==> src/rtl/nist5_pkg.sv <==
`default_nettype none
// ============================================================================
//  Module   : nist5_pkg
//  Purpose  : Shared types and constants for the NIST5 nonce collection path:
//             result record, collector state encoding, default blanking depth.
//  Ports    : none (package)
//  Revision : 1.0  initial release
// ============================================================================
package nist5_pkg;

  // One hash-core hit as stored in the result FIFO.
  typedef struct packed {
    logic [31:0] nonce;
    logic [31:0] hash;
  } result_t;

  // Collector control state.
  typedef enum logic [1:0] {
    ST_IDLE  = 2'd0,
    ST_BLANK = 2'd1,
    ST_RUN   = 2'd2
  } state_t;

  // Hash-core pipeline depth: results appearing this many cycles after new
  // work (counting the work_new cycle itself) still belong to the old block.
  localparam int BLANK_DEFAULT = 274;

endpackage : nist5_pkg
`default_nettype wire

==> src/rtl/result_fifo.sv <==
`default_nettype none
// ============================================================================
//  Module   : result_fifo
//  Purpose  : Synchronous first-word-fall-through FIFO of result_t records
//             with a synchronous flush.
//  Ports    : clk, reset_n      clock, asynchronous active-low reset
//             flush             empty the FIFO next cycle (wins over push/pop)
//             push, push_data   write request and record
//             pop               remove head (ignored when empty)
//             head_data         head record, zero while empty
//             head_valid        FIFO holds at least one record
//             count             records held
//             written           push actually stored this cycle
//             overflow          push rejected because FIFO full and no pop
//  Revision : 1.0  initial release
// ============================================================================
module result_fifo
  import nist5_pkg::*;
#(
  parameter int DEPTH = 8
) (
  input  logic                   clk,
  input  logic                   reset_n,
  input  logic                   flush,
  input  logic                   push,
  input  result_t                push_data,
  input  logic                   pop,
  output result_t                head_data,
  output logic                   head_valid,
  output logic [$clog2(DEPTH):0] count,
  output logic                   written,
  output logic                   overflow
);

  localparam int AW = $clog2(DEPTH);

  result_t       mem [DEPTH];
  logic [AW-1:0] wr_ptr_q;
  logic [AW-1:0] rd_ptr_q;
  logic [AW:0]   count_q;

  logic full;
  logic do_pop;
  logic do_push;

  assign full    = (count_q == (AW+1)'(DEPTH));
  assign do_pop  = pop && (count_q != '0) && !flush;
  // A full FIFO still takes a push when the head leaves in the same cycle.
  assign do_push = push && !flush && (!full || do_pop);

  assign written  = do_push;
  assign overflow = push && !flush && full && !do_pop;

  always_ff @(posedge clk or negedge reset_n) begin
    if (!reset_n) begin
      wr_ptr_q <= '0;
      rd_ptr_q <= '0;
      count_q  <= '0;
    end else if (flush) begin
      wr_ptr_q <= '0;
      rd_ptr_q <= '0;
      count_q  <= '0;
    end else begin
      // Pointers are AW bits wide, so DEPTH (a power of two) wraps for free.
      if (do_push) wr_ptr_q <= wr_ptr_q + AW'(1);
      if (do_pop)  rd_ptr_q <= rd_ptr_q + AW'(1);
      case ({do_push, do_pop})
        2'b10:   count_q <= count_q + (AW+1)'(1);
        2'b01:   count_q <= count_q - (AW+1)'(1);
        default: count_q <= count_q;
      endcase
    end
  end

  // Storage needs no reset: nothing is visible until count_q says so.
  always_ff @(posedge clk) begin
    if (do_push) mem[wr_ptr_q] <= push_data;
  end

  assign head_valid = (count_q != '0);
  assign head_data  = head_valid ? mem[rd_ptr_q] : '0;
  assign count      = count_q;

endmodule : result_fifo
`default_nettype wire

==> src/rtl/nonce_collector.sv <==
`default_nettype none
// ============================================================================
//  Module   : nonce_collector
//  Purpose  : Collects nonce/hash hits from a hash core into a result FIFO,
//             discarding stale hits while the core pipeline drains after new
//             work and suppressing back-to-back duplicate nonces.
//  Ports    : clk, reset_n            clock, asynchronous active-low reset
//             work_new                pulse: new block loaded into core
//             nonce_found, nonce_out,
//             hash_out                core hit flag and its nonce/hash
//             res_valid, res_ready,
//             res_nonce, res_hash     FWFT result stream
//             fifo_count              results held
//             drop_count              results lost to full FIFO (saturating)
//             blanking                high while stale results are discarded
//  Revision : 1.0  initial release
// ============================================================================
module nonce_collector
  import nist5_pkg::*;
#(
  parameter int DEPTH = 8,
  parameter int BLANK = BLANK_DEFAULT
) (
  input  logic                   clk,
  input  logic                   reset_n,
  input  logic                   work_new,
  input  logic                   nonce_found,
  input  logic [31:0]            nonce_out,
  input  logic [31:0]            hash_out,
  output logic                   res_valid,
  input  logic                   res_ready,
  output logic [31:0]            res_nonce,
  output logic [31:0]            res_hash,
  output logic [$clog2(DEPTH):0] fifo_count,
  output logic [15:0]            drop_count,
  output logic                   blanking
);

  localparam int CW = (BLANK > 1) ? $clog2(BLANK) : 1;

  state_t        state_q, state_d;
  logic [CW-1:0] blank_cnt_q, blank_cnt_d;

  logic [31:0] last_nonce_q;
  logic        last_valid_q;
  logic [15:0] drop_q;

  logic    push_req;
  logic    pop_req;
  logic    written;
  logic    overflow;
  result_t push_data;
  result_t head_data;

  // --------------------------------------------------------------------------
  // Control FSM
  // --------------------------------------------------------------------------
  always_ff @(posedge clk or negedge reset_n) begin
    if (!reset_n) begin
      state_q     <= ST_IDLE;
      blank_cnt_q <= '0;
    end else begin
      state_q     <= state_d;
      blank_cnt_q <= blank_cnt_d;
    end
  end

  // The counter is loaded with BLANK-1 and decremented every BLANK cycle; the
  // FSM leaves BLANK on the edge where the decremented value reaches 0, so the
  // work_new cycle plus the BLANK-state cycles add up to BLANK discarded cycles.
  always_comb begin
    state_d     = state_q;
    blank_cnt_d = blank_cnt_q;
    if (work_new) begin
      state_d     = ST_BLANK;
      blank_cnt_d = CW'(BLANK - 1);
    end else begin
      case (state_q)
        ST_BLANK: begin
          if (blank_cnt_q <= CW'(1)) begin
            state_d     = ST_RUN;
            blank_cnt_d = '0;
          end else begin
            blank_cnt_d = blank_cnt_q - CW'(1);
          end
        end
        default: begin
          state_d     = state_q;
          blank_cnt_d = blank_cnt_q;
        end
      endcase
    end
  end

  assign blanking = (state_q == ST_BLANK);

  // --------------------------------------------------------------------------
  // Hit filtering
  // --------------------------------------------------------------------------
  // The core may report the same winning nonce on consecutive cycles; only the
  // first report is kept. A hit in the work_new cycle belongs to the old block.
  assign push_req = (state_q == ST_RUN) && nonce_found && !work_new &&
                    !(last_valid_q && (nonce_out == last_nonce_q));
  assign pop_req  = res_valid && res_ready;

  assign push_data.nonce = nonce_out;
  assign push_data.hash  = hash_out;

  always_ff @(posedge clk or negedge reset_n) begin
    if (!reset_n) begin
      last_nonce_q <= '0;
      last_valid_q <= 1'b0;
    end else if (work_new) begin
      last_nonce_q <= '0;
      last_valid_q <= 1'b0;
    end else if (written) begin
      last_nonce_q <= nonce_out;
      last_valid_q <= 1'b1;
    end
  end

  // Lost results survive new work; only a reset clears the tally.
  always_ff @(posedge clk or negedge reset_n) begin
    if (!reset_n) begin
      drop_q <= '0;
    end else if (overflow && (drop_q != 16'hFFFF)) begin
      drop_q <= drop_q + 16'd1;
    end
  end

  assign drop_count = drop_q;

  // --------------------------------------------------------------------------
  // Result storage
  // --------------------------------------------------------------------------
  result_fifo #(
    .DEPTH (DEPTH)
  ) u_fifo (
    .clk        (clk),
    .reset_n    (reset_n),
    .flush      (work_new),
    .push       (push_req),
    .push_data  (push_data),
    .pop        (pop_req),
    .head_data  (head_data),
    .head_valid (res_valid),
    .count      (fifo_count),
    .written    (written),
    .overflow   (overflow)
  );

  assign res_nonce = head_data.nonce;
  assign res_hash  = head_data.hash;

endmodule : nonce_collector
`default_nettype wire
==> config.mk <==
export PLATFORM = sky130hd
export DESIGN_NAME = nonce_collector
export DESIGN_NICKNAME = d
export VERILOG_FILES = /design/src/rtl/nist5_pkg.sv /design/src/rtl/result_fifo.sv /design/src/rtl/nonce_collector.sv
export SDC_FILE = /design/constraint.sdc
export NUM_CORES = 1
export LEC_CHECK = 0
export CORE_UTILIZATION = 32
export CTS_BUF_LIST = sky130_fd_sc_hd__clkbuf_8
export DETAILED_ROUTE_END_ITERATION = 7
export HOLD_SLACK_MARGIN = 0.1
export PLACE_DENSITY = 0.53
export REMOVE_ABC_BUFFERS = 1
export SETUP_SLACK_MARGIN = 0.4
export SYNTH_ARGS = -nofsm -noshare
export SYNTH_HDL_FRONTEND = slang
export SYNTH_SLANG_ARGS = --single-unit
==> constraint.sdc <==
create_clock -name clk -period 9.4 [get_ports clk]
set_input_delay 1.88 -clock clk [delete_from_list [all_inputs] [get_ports clk]]
set_output_delay 1.88 -clock clk [all_outputs]
set_load 0.005 [all_outputs]
==> results of run 1 <==
[synthesized netlist by cell type, types with 2 or more instances]
library cell | n | area share
buf_1 | 19 | 0.0031
buf_6 | 2 | 0.00098
ha_1 | 7 | 0.0038
and4_4 | 2 | 0.00098
inv_1 | 14 | 0.0023
mux2_2 | 5 | 0.0024
dfrtp_1 | 70 | 0.076
edfxtp_1 | 512 | 0.67
xnor2_1 | 41 | 0.016
nand4_1 | 9 | 0.0024
nor2_1 | 120 | 0.020
o21ai_0 | 5 | 0.0011
buf_2 | 5 | 0.0011
xor2_1 | 7 | 0.0027
nor3_1 | 16 | 0.0035
nand3_1 | 14 | 0.0030
or3_1 | 4 | 0.0011
a21oi_1 | 9 | 0.0020
nor4_1 | 4 | 0.0011
nor2b_1 | 7 | 0.0019
and3_1 | 3 | 0.00082
nand2b_1 | 5 | 0.0014
mux4_2 | 128 | 0.13
mux2i_1 | 99 | 0.043
nand2_1 | 18 | 0.0029
clkbuf_1 | 28 | 0.0046
[through the flow]
stage	TNS, ps	total power [mW]
floorplan	-78080	3.664
global placement	0	4.181
detailed placement	0	4.189
CTS	0	6.275
global route	0	6.443
finish	0	6.147
[area by class of cell]
class                           count  area [um^2]
Sequential cell                   582        17140
Clock buffer                      101         1390
Antenna cell                        3        7.507
Inverter                           15        56.30
Clock inverter                     72        377.9
Multi-Input combinational cell    521         5634
Tap cell                          940         1176
Timing Repair Buffer              176         1699
Fill cell                        6387        43040
[state kept, by name, indices dropped and copies added, names as in the netlist]
| register | flops |
|---|---|
| drop_count | 16 |
| u_fifo.wr_ptr_q | 3 |
| last_valid_q | 1 |
| state_q | 2 |
| u_fifo.rd_ptr_q | 3 |
| last_nonce_q | 32 |
| u_fifo.count | 4 |
| u_fifo.mem | 512 |
| blank_cnt_q | 9 |
[worst max-delay path, delay by kind of cell (launching register included)]
family | cells | cell delay, ps
and+or+nand+nor | 1 | 80
DFF | 1 | 820
muxes | 2 | 860
buffers and inverters | 3 | 1740
[path summary, 6_finish.rpt]
| kind | slack [ps] | from | depth (start not counted) | end |
|---|---|---|---|---|
| setup reg to reg | 5210 | last_nonce_q[31]$_DFFE_PN0P_ | 9 | u_fifo.mem[4][45]$_DFFE_PP_ |
| min in group asynchronous | 1360 | reset_n | 1 | drop_count[7]$_DFFE_PN0P_ |
| max in group asynchronous | 7260 | reset_n | 1 | u_fifo.rd_ptr_q[1]$_DFFE_PN0P_ |
| hold / removal | 510 | drop_count[5]$_DFFE_PN0P_ | 1 | drop_count[5]$_DFFE_PN0P_ |
| hold reg to reg | 510 | drop_count[5]$_DFFE_PN0P_ | 1 | drop_count[5]$_DFFE_PN0P_ |
| setup / recovery | 3280 | u_fifo.rd_ptr_q[0]$_DFFE_PN0P_ | 6 | res_hash[14] |
[power groups by stage]
stage / clock network [mW] / registers (mW) / logic [mW]
6_report: 2.06 / 2.89 / 1.19
5_1_grt: 2.24 / 2.90 / 1.30
3_5_place_dp: 0 / 2.95 / 1.24
2_1_floorplan: 0 / 3.01 / 0.655
3_3_place_gp: 0 / 2.95 / 1.23
4_1_cts: 2.14 / 2.90 / 1.24
[metal layers]
layer  GRT usage  vias up  share of wire
met5           0        -         0.0014
met4     0.04994       12          0.018
met1      0.1956     6030           0.45
met2      0.2360      246           0.48
met3     0.03610       83          0.048
li1            -     5122              -
[kinds of logic (layout without fill, tap and decap cells)]
| family | count (synthesis) | after routing |
|---|---|---|
| flops | 582 | 582 |
| mux | 232 | 232 |
| simple gates | 208 | 208 |
| buf+inv | 70 | 364 |
| xor+xnor | 48 | 48 |
| compound gates | 25 | 25 |
| fa+ha+maj | 8 | 8 |
| other cells | 0 | 3 |
==> metrics.md, run 1 <==
| Metric | Value |
|---|---|
| Yosys cell types | between 40 and 50 |
| Final setup margin | roughly 3300 ps |
| # setup viols final | 0 |
| Compound-Gate Fraction of Synth Area | 0.007293 |
| Relative slew slack | 0.2252 |
| DR WL/cell | between 20 and 25 um |
| FFs w/ async S/R, synth | 0.1203 |
| CP Class | reg -> out |
| Clock Tree Root | clkbuf_8 |
| Initial core utilization | 0.3260 |
| RSZ-0062 raised after global routing | false |
| Leakage Power | 8.966 nW |
| Place WS | between 2000 and 3000 ps |
| MaxCap Viol Count | 0 |
| CTS Sinks | 582 |
| Post-layout util | 0.3897 |
| Synth-to-Final Area Change | 19.53% |
| DIE WIDTH | between 200 and 300 um |
| Period utilization | 0.6508 |
| Most common cell after layout, fill and taps aside | edfxtp_1 |
| Syn Area/Cell | around 20 um^2 |
| Data required, critical path | approximately 7500 ps |
| Post-synthesis mux area share | 0.1710 |
| # H-tree levels | 3 |
| Total gr overflow | 0 |
| Dpl hpwl | slightly below 30000 um |
| Top_reg_cell synth | edfxtp_1 |
| WL final | 53040 um |
| DP Area | about 26000 um^2 |
| Core Region | between 70000 and 80000 um^2 |
| Post_cts resized | 0 |
| DRT Pass-1 Iters | 5 |
| Critical Path End Type | primary output |
| TritonCTS Buffers | 98 |
| Fin crit period | 6118 ps |
| Drt first-iter violations | 581 |
| Hold buffer count at CTS | 0 |
| Power Dens Cells | 223.7 nW/um^2 |
| DRC | 0 |
| Non-filler instance count after layout | 2410 |
| Layout Nets | roughly 1500 |
| Achievable Freq | approximately 160 MHz |
| Sequential power share | 0.471 |
| CP max stage cell | dfrtp_4 |
| Most Frequent Cell on Critical Path | buf_4 |
| Measured slew at the worst slew-check pin | 1159 ps |
| Post-route cell area | 27480 um^2 |
| Post-synth EDFFs | about 500 |
| I/O pin count | 155 |
| Ys Warns | 0 |
| Status | finished, final reports clean |
| CP cell instances | buf_4 > buf_4 > mux4_2 > mux2i_1 > nor2_1 > clkdlybuf4s50_1 |
| Fin. max-slew vios | 0 |
| First-pass GRT wire length | ~81000 um |
| Vias in the first global route | roughly 13000 |
| Via density per instance | between 4 and 5 |
| Xor/xnor share of the synthesized area | 0.01829 |
| Clk_skew | 44.05 ps |
| WHS | slightly above 500 ps |
| Critical-path maximum fanout | 32 |
| Worst min-delay path class | reg -> reg |
| P_int | approximately 4.5 mW |
| Layout cell share with drive strength beyond 1 | 0.1990 |
| Synthesized area | about 23000 um^2 |
| Die area | 72910 um^2 |
| Row count | 97 |
| Pin count of the biggest net entering global routing | 72 |
| Bufs on Longest Clock Path | 3 |
| Post-synthesis simple-gate area fraction | 0.04126 |
| Placer Congestion | just over 0.7 |
| Mapped Cells | between 1000 and 1500 |
| Switch Pwr | 1.603 mW |
| Dpl cells | about 2200 |
| Post-synthesis sequential area ratio | 0.7450 |
| Switching share of total power | 0.2607 |
| Clock Pin Slew Worst Setup and Hold Paths | 60 ps |
| Share of total power in the clock network | 0.335 |
| Global Route Usage Sum | 0.1473 |
| Vias | approximately 11000 |
| Antenna violations before repair | 9 |
| Post-synthesis register bit count | 582 |
| Most frequent cells in the layout | edfxtp_1 (512), clkdlybuf4s50_1 (152), mux4_2 (128) |
| Setup bufs post-CTS | 0 |
| CTS tree | done |
| Port bufs | around 150 |
| Startpoint Class | flip-flop |
| Main combinational cell family by area after synthesis | multiplexers |
| Routed Antenna Nets | 0 |
| Max incr delay on CP | 820 ps |
| Worst endpoint data arrival time | around 4200 ps |
| Final Hold Viols | 0 |
| Combinational Power Share | 0.194 |
| Worst vdd ir | between 200 and 250 uV |
| Fraction of the mapped netlist area in adder cells | 0.004681 |
| Die Height | between 200 and 300 um |
| Clk Latency, worst-skew pair | a little under 700 ps |
Note: power is estimated with default switching activity, not from simulation.
==> run 2, diff against run 1 <==
==> constraint.sdc (replaced) <==
create_clock -name clk -period 5.7 [get_ports clk]
set_input_delay 1.14 -clock clk [delete_from_list [all_inputs] [get_ports clk]]
set_output_delay 1.14 -clock clk [all_outputs]
set_load 0.005 [all_outputs]
==> run 2 against run 1 <==
First-iteration DRC count fell by 14%; clock power grew 63%; critical endpoint is now res_hash[23]; total power rose by 65%; sequential power is 65% higher; die area stayed put; utilization is 0.17 points higher; final cell count hardly changed; sequential cell count unchanged.
==> metrics.md, run 2 (synthesized netlist as in run 1, its figures left out) <==
| Metric | Value |
|---|---|
| Status | finished, final reports clean |
| Most common cell after layout, fill and taps aside | edfxtp_1 |
| Measured slew at the worst slew-check pin | 1086 ps (-73.66 ps) |
| DRC | 0 (unchanged) |
| First-pass GRT wire length | 79250 um (-1.8%) |
| Post_cts resized | 0 (unchanged) |
| Non-filler instance count after layout | 2408 (-0.083%) |
| Pin count of the biggest net entering global routing | 71 (-1.4%) |
| # setup viols final | 0 (unchanged) |
| Clock Pin Slew Worst Setup and Hold Paths | 60 ps (about the same) |
| Port bufs | 154 (unchanged) |
| Fillers | 6373 (-0.22%) |
| Initial core utilization | 0.3260 (unchanged) |
| Dpl cells | 2237 (+0.13%) |
| Synth-to-Final Area Change | 20.07% |
| Drt first-iter violations | 501 (-14%) |
| Global Route Usage Sum | 0.1443 (-0.003057) |
| Hold buffer count at CTS | 0 (unchanged) |
| Sequential power share | 0.472 (about the same) |
| Clk Latency, worst-skew pair | 670 ps (about the same) |
| Relative slew slack | 0.2722 (+0.04700) |
| Routed Antenna Nets | 0 (unchanged) |
| P_int | 7.492 mW (+65%) |
| DR WL/cell | 21.53 um (-2.2%) |
| Core Region | 70510 um^2 (unchanged) |
| Bufs on Longest Clock Path | 3 (unchanged) |
| Clock Tree Root | clkbuf_8 |
| Layout Nets | 1471 (unchanged) |
| Max incr delay on CP | 900 ps (+80 ps) |
| Total gr overflow | 0 (unchanged) |
| WL final | 51840 um (-2.3%) |
| Clk_skew | 40.38 ps (-3.670 ps) |
| RSZ-0062 raised after global routing | false |
| Final Hold Viols | 0 (unchanged) |
| Die area | 72910 um^2 (unchanged) |
| Worst vdd ir | 346.8 uV (+42%) |
| Most frequent cells in the layout | edfxtp_1 (512), clkdlybuf4s50_1 (152), mux4_2 (128) |
| Fin crit period | roughly 4600 ps |
| Largest Register | u_fifo.mem |
| Dpl hpwl | 28190 um (-3.5%) |
| CP Class | reg -> out |
| Power after layout | 10.12 mW (+65%) |
| Via density per instance | 4.782 (+0.27%) |
| I/O pin count | 155 (unchanged) |
| CP max stage cell | dfrtp_4 |
| CTS tree | done |
| Switching share of total power | 0.2601 (-0.0006379) |
| Met3 Use GR | 0.03681 (+0.0007112) |
| Critical Path End Type | primary output |
| Global route hottest layer | met2 |
| Vias in the first global route | 12450 (-2.0%) |
| CTS Sinks | 582 (unchanged) |
| Vias | 11510 (+0.18%) |
| Startpoint Class | flip-flop |
| Critical-path maximum fanout | 43 (+34%) |
| Worst endpoint data arrival time | 3460 ps (-780 ps) |
| WHS | 503.4 ps (-7.924 ps) |
| Largest register FFs | 512 (unchanged) |
| Layout cell share with drive strength beyond 1 | 0.2112 (+0.01213) |
| TritonCTS Buffers | 95 (-3.1%) |
| Placer Congestion | 0.7214 (+2.3%) |
| Worst min-delay path class | reg -> reg |
| CP cell instances | buf_12 > mux4_2 > mux2i_1 > nor2_1 > clkdlybuf4s50_1 |
| Reg2Reg Depth | 8 (-1) |
| Period utilization | 0.8062 |
| DIE WIDTH | 270.0 um (unchanged) |
| Met1 usage | 0.1929 (-0.002629) |
| Switch Pwr | 2.633 mW (+64%) |
| Met2 usage | 0.2304 (-0.005615) |
| Power Dens Cells | 366.8 nW/um^2 (+64%) |
| MaxCap Viol Count | 0 (unchanged) |
| # H-tree levels | 3 (unchanged) |
| Achievable Freq | 217.6 MHz |
| Antenna violations before repair | 7 (-2) |
| Share of total power in the clock network | 0.332 (-0.003) |
| DRT Pass-1 Iters | 4 (-1) |
| Row count | 97 (unchanged) |
| Setup bufs post-CTS | 0 (unchanged) |
| WHS Path Cells | 1 (unchanged) |
| Die Height | 270.0 um (unchanged) |
| Leakage Power | 9.028 nW (+0.68%) |
| Combinational Power Share | 0.196 (+0.002) |
| Fin. max-slew vios | 0 (unchanged) |
| # diodes | 0 (-3) |
| Data required, critical path | 4560 ps (-2960 ps) |
run 2: changes by cell type in the layout (fill, tap and decap cells not counted), sizes merged:
cell	change
clkinvlp	-1
bufinv	-3
inv	-1
diode	-3
buf	+3
clkinv	-4
clkbuf	+7
run 2: stage by stage:
step / utilization / area (um^2) / TNS (ps) / setup WS, ps
finish: 0.3914 / 27600 / 0 / 1104
global route: 0.3914 / 27600 / 0 / 815.4
floorplan: - / 22760 / -1268250 / -4180
CTS: 0.3914 / 27600 / 0 / 901.9
detailed placement: 0.3663 / 25830 / 0 / 692.8
global placement: 0.3663 / 25830 / 0 / 761.7
run 2: area by class of cell:
class / count / area, um^2 / area share
clock buffer: 108 / 1486 / 0.05385
sequential: 582 / 17140 / 0.6209
timing repair buffer: 179 / 1822 / 0.06600
clock inverter: 63 / 289.0 / 0.01047
tap: 940 / 1176 / 0.04261
inverter: 15 / 56.30 / 0.002040
multi-input combinational: 521 / 5634 / 0.2041
run 2: critical path: cells and delay by family (launching register included):
family | cells | cell delay [ps]
and+or+nand+nor | 1 | 70
buffers and inverters | 2 | 880
DFF | 1 | 900
muxes | 2 | 880
run 2: metal layers:
metal / share of wire / wire [um]
met1: 0.45 / 23320
met2: 0.48 / 24740
met3: 0.056 / 2907
met4: 0.015 / 780
met5: 0.0016 / 85
run 2: final timing paths:
path | from | endpoint | slack, ps
max reg2reg | last_nonce_q[31]$_DFFE_PN0P_ | u_fifo.mem[7][53]$_DFFE_PP_ | 2220
min | drop_count[15]$_DFFE_PN0P_ | drop_count[15]$_DFFE_PN0P_ | 500
max in group asynchronous | reset_n | u_fifo.rd_ptr_q[2]$_DFFE_PN0P_ | 4250
min reg2reg | drop_count[15]$_DFFE_PN0P_ | drop_count[15]$_DFFE_PN0P_ | 500
min in group asynchronous | reset_n | drop_count[5]$_DFFE_PN0P_ | 650
max | u_fifo.rd_ptr_q[0]$_DFFE_PN0P_ | res_hash[23] | 1100
run 2: power by group through the flow:
stage	Combinational [mW]	Clock, mW	Sequential (mW)
after detailed placement	2.06	0	4.87
after global routing	2.17	3.66	4.79
after floorplan	1.20	0	5.00
final	1.99	3.36	4.78
after global placement	2.05	0	4.87
after CTS	2.06	3.48	4.79
